`config.mk`:
```
export PLATFORM = sky130hd
export DESIGN_NAME = hex_display_scan
export DESIGN_NICKNAME = d
export VERILOG_FILES = /design/src/rtl/hex_display_pkg.sv /design/src/rtl/refresh_prescaler.sv /design/src/rtl/hex_display_scan.sv
export SDC_FILE = /design/constraint.sdc
export NUM_CORES = 1
export LEC_CHECK = 0
export BUFFER_PORTS_ARGS = -buffer_cell sky130_fd_sc_hd__buf_2
export CELL_PAD_IN_SITES_DETAIL_PLACEMENT = 1
export CELL_PAD_IN_SITES_GLOBAL_PLACEMENT = 2
export CORE_MARGIN = 2
export CORE_UTILIZATION = 39
export DETAILED_ROUTE_END_ITERATION = 7
export GPL_ROUTABILITY_DRIVEN = 0
export GPL_TIMING_DRIVEN = 0
export PLACE_DENSITY_LB_ADDON = 0.1
export SLEW_MARGIN = 20
export SYNTH_ARGS = -nofsm -noshare
export SYNTH_HDL_FRONTEND = slang
export SYNTH_SLANG_ARGS = --single-unit
```
`constraint.sdc`:
```
create_clock -name clk -period 3.5 [get_ports clk]
set_input_delay 0.175 -clock clk [delete_from_list [all_inputs] [get_ports clk]]
set_output_delay 0.175 -clock clk [all_outputs]
set_load 0.02 [all_outputs]
```
`src/rtl/hex_display_pkg.sv`:
```
// rtl/hex_display_pkg.sv - shared constants, types and blanking rule for the hex display scanner
package hex_display_pkg;

  localparam int         DIGITS   = 4;
  localparam int         NIBBLE_W = 4;
  localparam logic [3:0] AN_OFF   = 4'b1111;

  typedef logic [1:0] idx_t;

  typedef struct packed {
    logic [DIGITS*NIBBLE_W-1:0] value;
    logic [DIGITS-1:0]          dp;
  } frame_t;

  // A digit is a leading zero when it and every more-significant nibble are zero and its dp is off.
  function automatic logic lz_blanked(input frame_t f, input idx_t idx);
    logic all_zero;
    all_zero = 1'b1;
    for (int i = 0; i < DIGITS; i++) begin
      if (i >= int'(idx) && f.value[i*NIBBLE_W +: NIBBLE_W] != '0) begin
        all_zero = 1'b0;
      end
    end
    return (idx != '0) && all_zero && !f.dp[idx];
  endfunction

endpackage

```
`src/rtl/refresh_prescaler.sv`:
```
// rtl/refresh_prescaler.sv - free-running divider that emits one tick every DIV enabled cycles
module refresh_prescaler #(
  parameter int DIV = 50000
) (
  input  logic clk,
  input  logic reset,
  input  logic en,
  output logic tick
);

  localparam int               CNT_W = $clog2(DIV);
  localparam logic [CNT_W-1:0] LAST  = CNT_W'(DIV - 1);

  logic [CNT_W-1:0] r_cnt;

  always_ff @(posedge clk) begin
    if (reset) begin
      r_cnt <= '0;
    end else if (en) begin
      r_cnt <= (r_cnt == LAST) ? '0 : r_cnt + 1'b1;
    end
  end

  assign tick = en && (r_cnt == LAST);

endmodule

```
`src/rtl/hex_display_scan.sv`:
```
// rtl/hex_display_scan.sv - four-digit multiplexed hex display scanner with frame-synchronous data commit
module hex_display_scan
  import hex_display_pkg::*;
#(
  parameter int REFRESH_DIV = 50000,
  parameter bit FRAME_SYNC  = 1'b1
) (
  input  logic        clk,
  input  logic        reset,
  input  logic [15:0] value_in,
  input  logic [3:0]  dp_in,
  input  logic        load,
  input  logic        lz_blank,
  input  logic        enable,
  output logic [3:0]  digit_out,
  output logic        dp_out,
  output logic [3:0]  an_n,
  output logic        blank,
  output logic        frame_start
);

  idx_t       r_idx;
  frame_t     r_disp;
  frame_t     r_pend;
  logic       r_pend_valid;
  logic       r_wrap_q;
  logic [3:0] r_an;
  logic [3:0] r_digit;
  logic       r_dp;
  logic       r_blank;
  logic       r_frame_start;

  logic       w_tick;
  logic       w_wrap;
  logic       w_dark;
  frame_t     w_in;

  refresh_prescaler #(.DIV(REFRESH_DIV)) u_prescaler (
    .clk   (clk),
    .reset (reset),
    .en    (enable),
    .tick  (w_tick)
  );

  assign w_in   = '{value: value_in, dp: dp_in};
  assign w_wrap = w_tick && (r_idx == idx_t'(DIGITS - 1));
  assign w_dark = !enable || (lz_blank && lz_blanked(r_disp, r_idx));

  always_ff @(posedge clk) begin
    if (reset) begin
      r_idx         <= '0;
      r_disp        <= '0;
      r_pend        <= '0;
      r_pend_valid  <= 1'b0;
      r_wrap_q      <= 1'b0;
      r_an          <= AN_OFF;
      r_digit       <= '0;
      r_dp          <= 1'b1;
      r_blank       <= 1'b1;
      r_frame_start <= 1'b0;
    end else begin
      if (w_tick) begin
        r_idx <= r_idx + 1'b1;
      end
      r_wrap_q      <= w_wrap;
      r_frame_start <= r_wrap_q;

      // A load landing on the wrap goes straight to the display so no frame is ever torn.
      if (!FRAME_SYNC) begin
        if (load) r_disp <= w_in;
      end else if (load && w_wrap) begin
        r_disp       <= w_in;
        r_pend_valid <= 1'b0;
      end else if (load) begin
        r_pend       <= w_in;
        r_pend_valid <= 1'b1;
      end else if (w_wrap && r_pend_valid) begin
        r_disp       <= r_pend;
        r_pend_valid <= 1'b0;
      end

      if (w_dark) begin
        r_an    <= AN_OFF;
        r_digit <= '0;
        r_dp    <= 1'b1;
        r_blank <= 1'b1;
      end else begin
        r_an    <= AN_OFF ^ (4'b0001 << r_idx);
        r_digit <= r_disp.value[r_idx*NIBBLE_W +: NIBBLE_W];
        r_dp    <= ~r_disp.dp[r_idx];
        r_blank <= 1'b0;
      end
    end
  end

  assign an_n        = r_an;
  assign digit_out   = r_digit;
  assign dp_out      = r_dp;
  assign blank       = r_blank;
  assign frame_start = r_frame_start;

endmodule
```
* Yosys cells after proc, flatten, opt, wreduce, memory -nomap -nowiden
Index checks and enable logic that the tools add are counted.
** Word-level totals
- Output and inout port bits :: 11
- Input port bits :: 25
- Bits in read-only memories :: 0
- Logic and storage cells :: 64
- Memories kept :: 0
- Flip-flop bits (word level) :: 71
- Bits in writable memories :: 0
- Latch bits :: 0
** Cells by class
- Eq/ne operators :: 3
- Add/sub/neg operators :: 2
- Reduce and logical (&&, ||, !) cells :: 24
- Magnitude comparators :: 4
- Shift operators :: 2
- Mux-type cells :: 13
- Divide/modulo/power cells :: 0
- $mul :: 0
- Bitwise gates (word level) :: 3
** Operators by type and width (number)
- $mux W20 :: 3
- $add A16 B1 Y16 const B :: 1
- $eq A16 B16 Y1 const B :: 1
- $mux W16 :: 1
- $reduce_bool A4 Y1 :: 4
- $shiftx A16 B5 Y4 :: 1
- $logic_and A1 B1 Y1 :: 10
- $mux W1 :: 8
- $reduce_bool A2 Y1 :: 3
- $ge A1 B2 Y1 const A :: 2
- $not A4 Y4 :: 1
- $reduce_and A2 Y1 :: 2
- $reduce_or A2 Y1 :: 2
- $shl A1 B2 Y4 const A :: 1
- $lt A2 B3 Y1 const B :: 1
- $add A2 B1 Y2 const B :: 1
- $bmux W1 S2 :: 1
- $eq A2 B2 Y1 const B :: 1
- $ge A2 B2 Y1 const A :: 1
- $logic_not A1 Y1 :: 2
- $ne A2 B1 Y1 const B :: 1
- $not A1 Y1 :: 2
- $logic_or A1 B1 Y1 :: 1

* Depth between registers and ports, before layout
Gate-level depths: netlist of run 1.
- Word-level depth :: 11
- Depth in mapped cells :: 7
- Mapped depth without buffers :: 6

* Modules after synthesis
A second synthesis of run 1 with hierarchy kept.
** Unflattened totals
- Cell total of the unflattened synthesis :: 347
- Area total of the unflattened synthesis :: 3128.0 µm²
** Modules (own cells, without submodules)
- hex_display_scan :: sequential area each 1101.1 µm², area an instance 2369.8 µm², instances 1, cells each 263
- refresh_prescaler :: sequential area each 320.3 µm², area an instance 758.2 µm², instances 1, cells each 84

* Worst setup path before layout of run 1
Ideal clock, no wire load.
- Path kind :: register to register
- Start point :: register u_prescaler.r_cnt[11]
- End point :: register r_disp[10] (netlist bit)
- Setup time :: 0.068 ns
- Clock period less this slack :: 2.136 ns
- Cell stages (with the launch flop) :: 7
- Path slack :: 1.364 ns
- Path buffers :: 2
- Required time :: 3.432 ns
- Arrival time :: 2.068 ns
- Cells stage by stage :: dfxtp_1 > or4b_1 > or4_1 > buf_2 > or3_4 > buf_6 > o2bb2ai_2
** On the way
- Cells in the longest elaborated chain, start to end :: 6
- Elaborated cells on any way between the ends :: 9
- Those cells by class :: 2 x eq/ne; 1 x mux; 6 x reduce/logical
** Ends and longest elaborated chain
- start: declaration :: line refresh_prescaler.sv:14 : logic [CNT_W-1:0] r_cnt;
- start signal: assignment :: line refresh_prescaler.sv:20 : r_cnt <= (r_cnt == LAST) ? '0 : r_cnt + 1'b1;
- $eq A16 B16 Y1 * :: line refresh_prescaler.sv:24 : assign tick = en && (r_cnt == LAST);
- $logic_and A1 B1 Y1 * :: line refresh_prescaler.sv:24
- $logic_and A1 B1 Y1 * :: line hex_display_scan.sv:46 : assign w_wrap = w_tick && (r_idx == idx_t'(DIGITS - 1));
- $logic_and A1 B1 Y1, on equally long branches :: line hex_display_scan.sv:71, hex_display_scan.sv:77
- $ne A2 B1 Y1 (no line) / $reduce_bool A2 Y1 (equally long branches)
- $reduce_and A2 Y1 (no line)
- end signal: assignment :: line hex_display_scan.sv:70 : if (load) r_disp <= w_in;
- end signal: assignment :: line hex_display_scan.sv:72 : r_disp <= w_in;
- end signal: assignment :: line hex_display_scan.sv:78 : r_disp <= r_pend;
- end: declaration :: line hex_display_scan.sv:23 : frame_t r_disp;
Mark *: on every way between the ends. The rest lies on a longest branch, timed or not.
A chain may end at the register's enable or synchronous reset.

* Worst setup path in the final report of run 1
- Start point :: register u_prescaler.r_cnt[11]
- End point :: register u_prescaler.r_cnt[6]
** On the way
- Cells in the longest elaborated chain, start to end :: 2
** Ends and longest elaborated chain (line)
- $eq A16 B16 Y1 :: refresh_prescaler.sv:20
- $mux W16 :: refresh_prescaler.sv:20
Every way passes these cells.

==> Flow_metrics.wiki, run 1 <==
{| class="wikitable"
! Metric !! Value
|-
| # setup viols final || 0
|-
| Sequential cell area in the final layout || 0.00142 mm^2
|-
| Final hold violation count || 0
|-
| End of the critical path || u_prescaler.r_cnt[6]$_SDFFE_PP0P_
|-
| Most used routing layer in global routing || met2
|-
| #FFs+latches synth || 71
|-
| Pre-antenna DRT Iters || 4
|-
| Skew-Pair Late Insertion Delay || between 0.3 and 0.4 ns
|-
| Post-place instance area || 0.00381 mm^2
|-
| EDFF count, synth || 0
|-
| Clock Path Buffers || 2
|-
| Slew HR || roughly 55%
|-
| Global-route wire length before repair || approximately 17000 um
|-
| Required time reported for the critical path endpoint || approximately 3.7 ns
|-
| Number of buffers added to fix hold violations after cts || 0
|-
| Count of unique library cells instantiated by Yosys || 38
|-
| Largest stage delay on the critical path || about 0.55 ns
|-
| Number of standard cells in the final layout excluding fillers || 540
|-
| Ratio of cells with drive above 1 in the final layout || 17.8%
|-
| Largest net degree at the start of global routing || 13
|-
| IO Count || 36
|-
| Summed negative setup slack over all endpoints || 0 ns
|-
| Detailed-route DRC error count || 0
|-
| Core outline area || approximately 0.0087 mm^2
|-
| Max-slew violation count || 0
|-
| Number of CTS-inserted buffers || 9
|-
| WS Path Type || reg2reg
|-
| Vias in the first global route || between 3k and 4k
|-
| HPWL after detailed placement || roughly 7300 um
|-
| Outcome || completed
|-
| Terminus of the critical flop-to-flop path || u_prescaler.r_cnt[6]$_SDFFE_PP0P_
|-
| Setup fix buffers added after clock tree synthesis || 0
|-
| Netlist Area Pre-Place || about 0.0035 mm^2
|-
| Die Ht || ~100 um
|-
| Detailed router's first-iteration violation count || 93
|-
| CP max stage cell || sky130_fd_sc_hd__or4b_1
|-
| Met1 track demand over resource in global routing || a little under a third
|-
| Number of antenna violations at the first check in global routing || 0
|-
| Die width || about 99 um
|-
| Crit path from || u_prescaler.r_cnt[11]$_SDFFE_PP0P_
|-
| RSZ-0062 raised after global routing || false
|-
| Critical path arrival || between 2 and 3 ns
|-
| Switching fraction of total power || between 20 and 30%
|-
| Number of placed cells counting well taps || about 530
|-
| Number of cells upsized or downsized after cts || 0
|-
| Worst reg2reg setup slack || 1.02 ns
|-
| Highest achievable clock rate || about 400 MHz
|-
| Drt total wl || 10100 um
|-
| Clock Sinks || 71
|-
| TritonCTS clock tree || built
|-
| Seq/Total Area, Yosys || between 40% and 50%
|-
| Max-cap viol count || 0
|-
| Shortest clock period the worst path allows after layout || approximately 2.5 ns
|-
| CTS root buf || sky130_fd_sc_hd__clkbuf_8
|-
| Mean routed wirelength per cell || roughly 19 um
|-
| FF-to-FF Start || u_prescaler.r_cnt[11]$_SDFFE_PP0P_
|-
| Total global routing track utilization || between 20 and 25%
|-
| Classification of the worst-slack hold path || in2reg
|-
| Net count of the mapped netlist || 414
|-
| Number of vias after detailed routing || approximately 3.1k
|-
| Slew at the pin closest to its max-slew limit || a little under 0.7 ns
|-
| Comb power frac || around 9%
|-
| Async SR Flop Fraction || 0%
|-
| Clk pwr share || around two fifths
|-
| Remaining Overflow, GRT || 0
|-
| Total power density per cell area || ~430 mW/mm^2
|-
| Initial Util || roughly two fifths
|-
| Kind of end point of the critical path || flop
|-
| Clock slew at the register clock pins of the worst setup and hold paths || approximately 0.08 ns
|-
| Area growth, synth to finish || 14.5%
|-
| Depth of the worst register-to-register path || 6
|-
| Most frequently used flop master after synthesis || sky130_fd_sc_hd__dfxtp_1
|-
| GR Layer Usage met2 || between 30% and 40%
|-
| Sequential cell fraction of total power || 49.4%
|-
| Final cell area excluding filler cells || about 0.004 mm^2
|-
| Average cell area after synthesis || slightly above 9 um^2
|-
| Internal Dissipation || between 1 and 1.5 mW
|-
| Input/output buffers || 33
|-
| Synthesis warning total || 0
|-
| Total number of nets in the final design || 458
|-
| Core Rows || 34
|-
| Static Leakage || around 1.3 nW
|-
| Gate count after technology mapping || ~380
|-
| Antenna fix cells || 0
|-
| Maximum level of the CTS H-tree || 3
|-
| Maximum vdd drop || about 0.18 mV
|-
| Portion of the clock cycle consumed by the worst path in the final layout || 70.9%
|-
| Critical-path cell list || or4b_1 > or4_1 > buf_2 > nand2b_1 > clkbuf_1 > nor2_1
|-
| Fin Clk Skew || 0.00829 ns
|-
| GR met3 Demand/Resource || 2.91%
|-
| Filler cells || about 1.0k
|-
| Switching power total || between 400 and 500 uW
|-
| Total power consumption of the routed design || 1.73 mW
|-
| Largest fanout of any net on the critical path || 10
|-
| Area occupied by multi-input gates || between 0.0015 and 0.002 mm^2
|-
| Ratio of routed vias to standard cells || between 5 and 6
|-
| Critical path launch point type || flop
|-
| Die area || 0.00978 mm^2
|-
| Number of antenna-violating nets in the routed design || 0
|}
## critical path, delay by kind of cell, from the launching register on
kind	cells	cell delay, ns
and+or+nand+nor	4	1.38
buffers and inverters	2	0.60
DFF	1	0.38
## power by group through the flow
stage | combinational, mW | clock (mW) | sequential (mW)
3_3_place_gp | 0.150 | 0 | 0.869
6_report | 0.152 | 0.722 | 0.852
2_1_floorplan | 0.0991 | 0 | 0.866
4_1_cts | 0.153 | 0.736 | 0.852
5_1_grt | 0.170 | 0.770 | 0.856
3_5_place_dp | 0.153 | 0 | 0.871
## worst min path at each step
stage                      from                 endpoint  depth (start not counted)
global placement    value_in[3]   r_pend[7]$_SDFFE_PP0P_                          3
CTS                 value_in[0]   r_pend[4]$_SDFFE_PP0P_                          3
detailed placement  value_in[0]   r_pend[4]$_SDFFE_PP0P_                          3
global route        value_in[7]  r_pend[11]$_SDFFE_PP0P_                          3
finish              value_in[0]   r_pend[4]$_SDFFE_PP0P_                          3
floorplan           value_in[6]  r_pend[10]$_SDFFE_PP0P_                          2
## layer usage
| metal | vias to the layer above | part of all wire, % |
|---|---|---|
| met5 | - | 0 |
| met4 | 0 | 1.5 |
| met3 | 13 | 3.2 |
| met2 | 54 | 46 |
| met1 | 1500 | 49 |
| li1 | 1485 | - |
## cells in the mapped netlist (2+ instances only)
cell                        instances  area, um^2
sky130_fd_sc_hd__dfxtp_1           71        1420
sky130_fd_sc_hd__ha_1               5        62.6
sky130_fd_sc_hd__nand2_1           59         221
sky130_fd_sc_hd__nor3_1             4        20.0
sky130_fd_sc_hd__nor4_1             6        37.5
sky130_fd_sc_hd__a21boi_0          15         113
sky130_fd_sc_hd__nand4_1            5        31.3
sky130_fd_sc_hd__xnor2_1           13         114
sky130_fd_sc_hd__mux4_2             5         113
sky130_fd_sc_hd__inv_1              6        22.5
sky130_fd_sc_hd__clkbuf_1          29         109
sky130_fd_sc_hd__or2_1              2        12.5
sky130_fd_sc_hd__a31oi_1           21         131
sky130_fd_sc_hd__o2bb2ai_2         19         285
sky130_fd_sc_hd__xor2_1             3        26.3
sky130_fd_sc_hd__buf_1              2        7.51
sky130_fd_sc_hd__nor3b_1           20         150
sky130_fd_sc_hd__nand4bb_1          2        22.5
sky130_fd_sc_hd__buf_6              2        22.5
sky130_fd_sc_hd__or4_1              3        22.5
sky130_fd_sc_hd__o311ai_1          20         175
sky130_fd_sc_hd__nand2b_1           2        12.5
sky130_fd_sc_hd__nand3_1            4        20.0
sky130_fd_sc_hd__nand4b_1           5        43.8
sky130_fd_sc_hd__nor2b_1            7        43.8
sky130_fd_sc_hd__nor2_1            37         139
sky130_fd_sc_hd__a22oi_1            5        37.5
sky130_fd_sc_hd__a21oi_1            2        10.0
## cells by family (layout without fill, tap and decap cells)
group | count (synthesis) | in the layout | share of synthesized area (%)
compound gates | 86 | 86 | 22.3
xor+xnor | 16 | 16 | 3.99
fa+ha+maj | 5 | 5 | 1.78
buf+inv | 40 | 88 | 4.74
flops | 71 | 71 | 40.5
mux | 6 | 6 | 3.49
simple gates | 160 | 160 | 23.2
## layout make-up
cell class              count  share of cell area [%]
clock buffers               9                    3.08
inverters                   6                   0.560
multi-input cells         273                    47.8
flip-flops and latches     71                    35.3
well taps                 108                    3.36
plain buffers              34                    3.58
repair buffers             33                    4.11
clock inverters             6                    2.15
## per-stage QoR
stage / utilization [%] / setup WS, ns / hold slack, ns
floorplan: - / 1.36 / 0.341
global placement: 43.7 / 1.02 / 0.451
detailed placement: 43.7 / 0.947 / 0.458
CTS: 46.1 / 0.945 / 0.0903
global route: 46.1 / 0.830 / 0.120
finish: 46.1 / 1.02 / 0.0972
## registers in the layout, indices dropped and copies added (netlist names), 2 cells and up
register           count
an_n                   4
r_disp                20
digit_out              4
r_pend                20
u_prescaler.r_cnt     16
r_idx                  2
## cell usage in the layout (no fill, tap or decap), drive strengths merged
| cell | synthesis | final |
|---|---|---|
| nor2b | 7 | 7 |
| o211ai | 1 | 1 |
| inv | 6 | 6 |
| nor4 | 6 | 6 |
| buf | 5 | 38 |
| clkbuf | 29 | 38 |
| a2111o | 1 | 1 |
| mux4 | 5 | 5 |
| xor2 | 3 | 3 |
| or4b | 1 | 1 |
| ha | 5 | 5 |
| o311ai | 20 | 20 |
| or3 | 1 | 1 |
| a22oi | 5 | 5 |
| nor3b | 20 | 20 |
| nand3 | 4 | 4 |
| bufinv | 0 | 2 |
| a21oi | 2 | 2 |
| a31oi | 21 | 21 |
| clkinv | 0 | 3 |
| mux2i | 1 | 1 |
| nand2 | 59 | 59 |
| or2 | 3 | 3 |
| dfxtp | 71 | 71 |
| o21ai | 1 | 1 |
| nor2 | 37 | 37 |
| a21boi | 15 | 15 |
| nor3 | 4 | 4 |
| nand4 | 5 | 5 |
| xnor2 | 13 | 13 |
| o2bb2ai | 20 | 20 |
| and3b | 1 | 1 |
| or4 | 3 | 3 |
| clkinvlp | 0 | 1 |
| nand4bb | 2 | 2 |
| nand4b | 5 | 5 |
| nand2b | 2 | 2 |
Power figures use the tool's default switching activity.
==> run 2: changes to the inputs <==
--- a/config.mk
+++ b/config.mk
@@ -5,11 +5,12 @@
 export SDC_FILE = /design/constraint.sdc
 export NUM_CORES = 1
 export LEC_CHECK = 0
+export ABC_AREA = 1
 export BUFFER_PORTS_ARGS = -buffer_cell sky130_fd_sc_hd__buf_2
 export CELL_PAD_IN_SITES_DETAIL_PLACEMENT = 1
 export CELL_PAD_IN_SITES_GLOBAL_PLACEMENT = 2
 export CORE_MARGIN = 2
-export CORE_UTILIZATION = 39
+export CORE_UTILIZATION = 29
 export DETAILED_ROUTE_END_ITERATION = 7
 export GPL_ROUTABILITY_DRIVEN = 0
 export GPL_TIMING_DRIVEN = 0
==> constraint.sdc (replaced) <==
create_clock -name clk -period 2.2 [get_ports clk]
set_input_delay 0.11 -clock clk [delete_from_list [all_inputs] [get_ports clk]]
set_output_delay 0.11 -clock clk [all_outputs]
set_load 0.02 [all_outputs]
==> Flow_metrics.wiki, run 2 <==
{| class="wikitable"
! Metric !! Value
|-
| Most common cell after layout, fill and taps aside || sky130_fd_sc_hd__nand2_1
|-
| Slew at the pin closest to its max-slew limit || slightly below 0.6 ns
|-
| TritonCTS clock tree || built
|-
| Async SR Flop Fraction || 0%
|-
| Total number of nets in the final design || ~610
|-
| Skew-Pair Late Insertion Delay || around 0.33 ns
|-
| Commonest cells after routing, fill and taps aside || sky130_fd_sc_hd__nand2_1 (151), sky130_fd_sc_hd__inv_1 (86), sky130_fd_sc_hd__dfxtp_1 (71)
|-
| Number of placed cells counting well taps || a little over 700
|-
| Area growth, synth to finish || 19.7%
|-
| Mean routed wirelength per cell || around 14 um
|-
| Clock Sinks || roughly 70
|-
| Maximum level of the CTS H-tree || 3
|-
| Antenna fix cells || 0
|-
| Leading registers by flop count || r_disp (20), r_pend (20), u_prescaler.r_cnt (16)
|-
| Input/output buffers || 34
|-
| Critical path launch point type || flop
|-
| Number of CTS-inserted buffers || 9
|-
| FF-to-FF Start || r_idx[1]$_SDFFE_PP0P_
|-
| Area occupied by multi-input gates || about 0.0016 mm^2
|-
| Detailed-route DRC error count || 0
|-
| Cell type with the largest total area after synthesis || sky130_fd_sc_hd__dfxtp_1
|-
| Kind of end point of the critical path || flop
|-
| Largest fanout of any net on the critical path || 9
|-
| Vias in the first global route || approximately 3.4k
|-
| GR Layer Usage met2 || a little over a quarter
|-
| Global-route wire length before repair || 17100 um
|-
| Ratio of routed vias to standard cells || approximately 4.5
|-
| Initial Util || a little under 30%
|-
| Critical path arrival || ~2.2 ns
|-
| Post-place instance area || a little under 0.004 mm^2
|-
| Shortest clock period the worst path allows after layout || a little under 2 ns
|-
| Portion of the clock cycle consumed by the worst path in the final layout || approximately nine tenths
|-
| Most used routing layer in global routing || met2
|-
| Highest achievable clock rate || between 500 and 600 MHz
|-
| #FFs+latches synth || slightly above 70
|-
| Number of standard cells in the final layout excluding fillers || ~730
|-
| Sequential cell area in the final layout || 0.00142 mm^2
|-
| # setup viols final || 0
|-
| Filler cells || 1559
|-
| RSZ-0062 raised after global routing || false
|-
| Die width || approximately 110 um
|-
| End of the critical path || digit_out[2]$_SDFF_PP0_
|-
| EDFF count, synth || 0
|-
| Die Ht || about 110 um
|-
| Total global routing track utilization || between 10% and 20%
|-
| Largest net degree at the start of global routing || 12
|-
| Classification of the worst-slack hold path || in2reg
|-
| HPWL after detailed placement || ~7700 um
|-
| Number of vias after detailed routing || 3274
|-
| Netlist Area Pre-Place || about 0.0035 mm^2
|-
| Critical-path cell list || clkinv_1 > ha_1 > nor4_1 > nand4_1 > nand2_2 > nor2_1
|-
| Final hold violation count || 0
|-
| Worst reg2reg setup slack || between 0.2 and 0.3 ns
|-
| Most frequently used flop master after synthesis || sky130_fd_sc_hd__dfxtp_1
|-
| Average cell area after synthesis || between 6 and 7 um^2
|-
| WS Path Type || reg2reg
|-
| Summed negative setup slack over all endpoints || 0 ns
|-
| Core Rows || 40
|-
| Crit path from || r_idx[1]$_SDFFE_PP0P_
|-
| Worst Setup Slack, final || between 0.2 and 0.3 ns
|-
| CTS root buf || sky130_fd_sc_hd__clkbuf_16
|-
| Ratio of cells with drive above 1 in the final layout || around 14%
|-
| Pre-CTS WS || -0.111 ns
|-
| Terminus of the critical flop-to-flop path || digit_out[2]$_SDFF_PP0_
|-
| Core outline area || approximately 0.012 mm^2
|-
| Max-slew violation count || 0
|-
| Required time reported for the critical path endpoint || 2.42 ns
|-
| Outcome || completed
|-
| Depth of the worst register-to-register path || 6
|-
| Fin Clk Skew || 0.00436 ns
|-
| Static Leakage || ~2.1 nW
|-
| Max-cap viol count || 0
|-
| Die area || about 0.013 mm^2
|-
| Slew HR || between 60% and 70%
|-
| Met1 track demand over resource in global routing || between 20 and 25%
|-
| GR met3 Demand/Resource || roughly 2.7%
|-
| Top-area cell type share of the netlist area || between 40 and 50%
|-
| Seq/Total Area, Yosys || between 40% and 50%
|-
| Number of antenna violations at the first check in global routing || 0
|-
| Number of antenna-violating nets in the routed design || 0
|-
| List of most frequent post-synthesis cells || sky130_fd_sc_hd__nand2_1 (153), sky130_fd_sc_hd__inv_1 (86), sky130_fd_sc_hd__dfxtp_1 (71)
|-
| Count of unique library cells instantiated by Yosys || 28
|-
| Largest stage delay on the critical path || 0.50 ns
|-
| Clock slew at the register clock pins of the worst setup and hold paths || roughly 0.060 ns
|-
| Net count of the mapped netlist || ~560
|-
| Synthesis warning total || 0
|-
| Most repeated cell in the gate-level netlist after synthesis || sky130_fd_sc_hd__nand2_1
|-
| Pre-antenna DRT Iters || 4
|-
| Remaining Overflow, GRT || 0
|-
| CP max stage cell || sky130_fd_sc_hd__dfxtp_1
|-
| Drt total wl || just over 10000 um
|-
| Final cell area excluding filler cells || about 0.0042 mm^2
|-
| Detailed router's first-iteration violation count || 120
|-
| Gate count after technology mapping || 531
|-
| Total power density per cell area || 725 mW/mm^2
|-
| Maximum vdd drop || between 0.2 and 0.3 mV
|-
| Clock Path Buffers || 2
|-
| IO Count || 36
|-
| Largest cells by area after synthesis || sky130_fd_sc_hd__dfxtp_1 (41%), sky130_fd_sc_hd__nand2_1 (16%), sky130_fd_sc_hd__inv_1 (9.2%), sky130_fd_sc_hd__a21oi_1 (8.4%), sky130_fd_sc_hd__nor2_1 (5.7%)
|}
[run 2: cell count changes in the layout (fill, tap and decap cells not counted), sizes merged, moves of 13 or more]
cell,delta
nor2,+18
o311ai,-20
a21oi,+57
inv,+82
nand3,+29
nand2,+95
nor3b,-19
a31oi,-21
clkbuf,-17
buf,+13
a21boi,-15
o21ai,+17
o2bb2ai,-20
[run 2: kinds of logic after synthesis]
kind of cell	Yosys count	share of synthesized area [%]
simple gates	261	32.6
buf+inv	112	12.9
compound gates	80	11.6
flops	71	40.5
fa+ha+maj	5	1.78
xor+xnor	2	0.500
[run 2: report_power, final]
part	internal (mW)	switching, mW
clock	0.949	0.557
combinational	0.0732	0.130
sequential	1.32	0.0151
[run 2: cell type report]
type                    instances  share of cell area (%)
plain buffers                  21                    2.68
clock buffers                  15                    7.33
clock inverters                 1                   0.179
inverters                      90                    8.11
multi-input cells             348                    39.0
flip-flops and latches         71                    33.9
well taps                     147                    4.38
repair buffers                 36                    4.41
[run 2: what timing repair did]
item | CTS | global route
setup buffers | 0 | 2
endpoints found under the hold margin | 0 | 0
gates resized for setup | 2 | 3
setup endpoints to repair | 5 | 11
cloned | 0 | 0
hold buffers | 0 | 0
pin swaps | 0 | 1
[run 2: worst min-delay path by stage]
stage                                    from                            endpoint  slack [ns]  cells past startpoint
after floorplan                        enable  u_prescaler.r_cnt[13]$_SDFFE_PP0P_        0.27                      2
after global placement    r_wrap_q$_SDFF_PP0_              frame_start$_SDFF_PP0_        0.39                      2
after detailed placement  r_wrap_q$_SDFF_PP0_              frame_start$_SDFF_PP0_        0.40                      2
after CTS                         value_in[8]             r_pend[12]$_SDFFE_PP0P_        0.09                      5
after global routing              value_in[8]             r_pend[12]$_SDFFE_PP0P_        0.11                      5
final                             value_in[9]             r_pend[13]$_SDFFE_PP0P_        0.10                      5
[run 2: layer usage]
layer  vias up  wire length, um
met5         -                0
met4         0              189
met3        14              308
met2        43             4500
met1      1480             5100
li1       1737                -
[run 2: through the flow]
stage | hold WS, ns | total power, mW | utilization, %
2_1_floorplan | 0.270 | 1.49 | -
3_3_place_gp | 0.389 | 1.56 | 32.4
3_5_place_dp | 0.397 | 1.57 | 32.4
4_1_cts | 0.0922 | 3.09 | 35.1
5_1_grt | 0.115 | 3.18 | 35.2
6_report | 0.103 | 3.04 | 35.2
[run 2: critical path, delay by kind of cell, from the launching register on]
family	cells	cell delay, ns
flip-flops	1	0.50
AND/OR/NAND/NOR	4	0.73
adder cells (fa/ha/maj)	1	0.29
buffers and inverters	1	0.31
==> run 3: changes to the inputs <==
--- a/config.mk
+++ b/config.mk
@@ -8,9 +8,9 @@
 export ABC_AREA = 1
 export BUFFER_PORTS_ARGS = -buffer_cell sky130_fd_sc_hd__buf_2
 export CELL_PAD_IN_SITES_DETAIL_PLACEMENT = 1
-export CELL_PAD_IN_SITES_GLOBAL_PLACEMENT = 2
+export CELL_PAD_IN_SITES_GLOBAL_PLACEMENT = 1
 export CORE_MARGIN = 2
-export CORE_UTILIZATION = 29
+export CORE_UTILIZATION = 38
 export DETAILED_ROUTE_END_ITERATION = 7
 export GPL_ROUTABILITY_DRIVEN = 0
 export GPL_TIMING_DRIVEN = 0
==> Flow_metrics.wiki, run 3 (synthesis results as in run 2) <==
{| class="wikitable"
! Metric !! Value
|-
| Post-place instance area || between 0.003 and 0.004 mm^2
|-
| Number of vias after detailed routing || about 3.4k
|-
| IO Count || 36
|-
| Critical path buffer and inverter count || 1
|-
| Shortest clock period the worst path allows after layout || between 1.5 and 2 ns
|-
| Slew HR || a little over three fifths
|-
| Detailed router's first-iteration violation count || 83
|-
| Antenna fix cells || 0
|-
| Final cell area excluding filler cells || 0.00405 mm^2
|-
| Total power density per cell area || roughly 670 mW/mm^2
|-
| Required time reported for the critical path endpoint || ~2.4 ns
|-
| Classification of the worst-slack hold path || in2reg
|-
| Ratio of routed vias to standard cells || ~4.8
|-
| Slew at the pin closest to its max-slew limit || ~0.56 ns
|-
| Pre-CTS WS || -0.147 ns
|-
| Highest achievable clock rate || slightly above 500 MHz
|-
| Vias in the first global route || 3331
|-
| RSZ-0062 raised after global routing || false
|-
| Largest net degree at the start of global routing || 13
|-
| Outcome || completed
|-
| Number of standard cells in the final layout excluding fillers || between 600 and 700
|-
| Mean routed wirelength per cell || ~14 um
|-
| Critical path arrival || about 2.2 ns
|-
| Number of CTS-inserted buffers || 9
|-
| Static Leakage || 2.05 nW
|-
| Maximum level of the CTS H-tree || 3
|-
| Ratio of cells with drive above 1 in the final layout || 13.9%
|-
| CP max stage cell || sky130_fd_sc_hd__dfxtp_1
|-
| Clock slew at the register clock pins of the worst setup and hold paths || 0.08 ns
|-
| Input/output buffers || 34
|-
| Crit path from || u_prescaler.r_cnt[0]$_SDFFE_PP0P_
|-
| Clock Path Buffers || 2
|-
| Skew-Pair Late Insertion Delay || around 0.35 ns
|-
| Die width || ~100 um
|-
| CP top delay family || simple AND/OR/NAND/NOR gates
|-
| Area growth, synth to finish || 15.6%
|-
| TritonCTS clock tree || built
|-
| Number of placed cells counting well taps || 676
|-
| Leading registers by flop count || r_disp (20), r_pend (20), u_prescaler.r_cnt (16)
|-
| FF-to-FF Start || u_prescaler.r_cnt[0]$_SDFFE_PP0P_
|-
| Pre-antenna DRT Iters || 4
|-
| Detailed-route DRC error count || 0
|-
| Critical-path cell list || ha_1 > nand3_1 > nor2_1 > nand2_4 > nand2_1 > inv_1 > o21ai_0 > a21oi_1
|-
| Drt total wl || 9790 um
|-
| Depth of the worst register-to-register path || 8
|-
| Critical path launch point type || flop
|-
| Final hold violation count || 0
|-
| HPWL after detailed placement || between 7000 and 8000 um
|-
| Number of antenna-violating nets in the routed design || 0
|-
| CTS root buf || sky130_fd_sc_hd__clkbuf_8
|-
| Crit. path cell count || 8
|-
| WS Path Type || reg2reg
|-
| Global-route wire length before repair || ~17000 um
|-
| Maximum vdd drop || roughly 0.3 mV
|-
| Number of buffers added to fix hold violations after cts || 0
|-
| Most common cell after layout, fill and taps aside || sky130_fd_sc_hd__nand2_1
|-
| Total global routing track utilization || approximately a fifth
|-
| Number of cells on the worst hold path || 5
|-
| Total number of nets in the final design || 607
|-
| Core outline area || a little over 0.009 mm^2
|-
| Number of antenna violations at the first check in global routing || 0
|-
| Portion of the clock cycle consumed by the worst path in the final layout || approximately nine tenths
|-
| Worst-case hold slack || approximately 0.085 ns
|-
| Largest stage delay on the critical path || between 0.3 and 0.4 ns
|-
| Max-slew violation count || 0
|-
| Core Rows || 35
|-
| Startpoint of the tightest hold check path || value_in[5]
|-
| Remaining Overflow, GRT || 0
|-
| Die area || 0.0100 mm^2
|-
| Commonest cells after routing, fill and taps aside || sky130_fd_sc_hd__nand2_1 (152), sky130_fd_sc_hd__inv_1 (86), sky130_fd_sc_hd__dfxtp_1 (70)
|-
| Initial Util || 38.5%
|-
| Largest fanout of any net on the critical path || 8
|-
| # setup viols final || 0
|-
| Worst Setup Slack, final || roughly 0.23 ns
|-
| Max-cap viol count || 0
|-
| Kind of end point of the critical path || flop
|-
| Die Ht || 100 um
|-
| Fin Clk Skew || about 0.0090 ns
|-
| Clock Sinks || approximately 70
|}
run 3: changes by cell type in the layout (fill, tap and decap cells not counted), sizes merged:
cell    before  now
buf         51   50
clkbuf      21   18
bufinv       0    2
clkinv       2    4
run 3: worst min-delay path, stage by stage:
cell	delay, ns
sky130_fd_sc_hd__buf_2	0.08
sky130_fd_sc_hd__inv_1	0.05
sky130_fd_sc_hd__nand3_2	0.06
sky130_fd_sc_hd__nand2_1	0.04
sky130_fd_sc_hd__nor2_1	0.07
run 3: per-layer routing:
metal  up-vias  part of all wire (%)  track usage, %  wire, um
met5         -                     0               0         0
met1      1561                    49            29.4      4820
met2        53                    46            33.4      4470
li1       1728                     -               -         -
met3        16                   3.1            2.65       302
met4         0                   2.0            7.38       197
run 3: report_power, final:
| group | switching (mW) | total [mW] | internal (mW) |
|---|---|---|---|
| combinational | 0.131 | 0.204 | 0.0731 |
| clock | 0.527 | 1.20 | 0.671 |
| sequential | 0.0151 | 1.33 | 1.32 |
run 3: cell type report:
type,count,area [um^2]
tap,111,139
clock buffer,11,141
timing repair buffer,35,178
fill,1260,5050
clock inverter,5,81.3
inverter,90,340
sequential,71,1420
multi-input combinational,348,1640
buffer,22,116
run 3: worst paths after layout:
path                                                          end  slack (ns)
worst min register to register             frame_start$_SDFF_PP0_        0.41
worst max register to register  u_prescaler.r_cnt[8]$_SDFFE_PP0P_        0.23
worst max-delay path            u_prescaler.r_cnt[8]$_SDFFE_PP0P_        0.23
worst min-delay path                       r_pend[9]$_SDFFE_PP0P_        0.09
run 3: through the flow:
stage | utilization (%) | power [mW] | TNS, ns
6_report | 44.5 | 2.73 | 0
4_1_cts | 44.4 | 2.76 | 0
5_1_grt | 44.5 | 2.85 | 0
3_3_place_gp | 41.9 | 1.56 | -0.124
3_5_place_dp | 41.9 | 1.57 | -0.627
2_1_floorplan | - | 1.49 | 0
run 3: timing repair:
| item | 4_1_cts | 5_1_grt |
|---|---|---|
| endpoints found under the setup margin | 5 | 10 |
| gates resized for setup | 1 | 4 |
| buffers inserted | 1 | 0 |
| pin swaps | 1 | 0 |
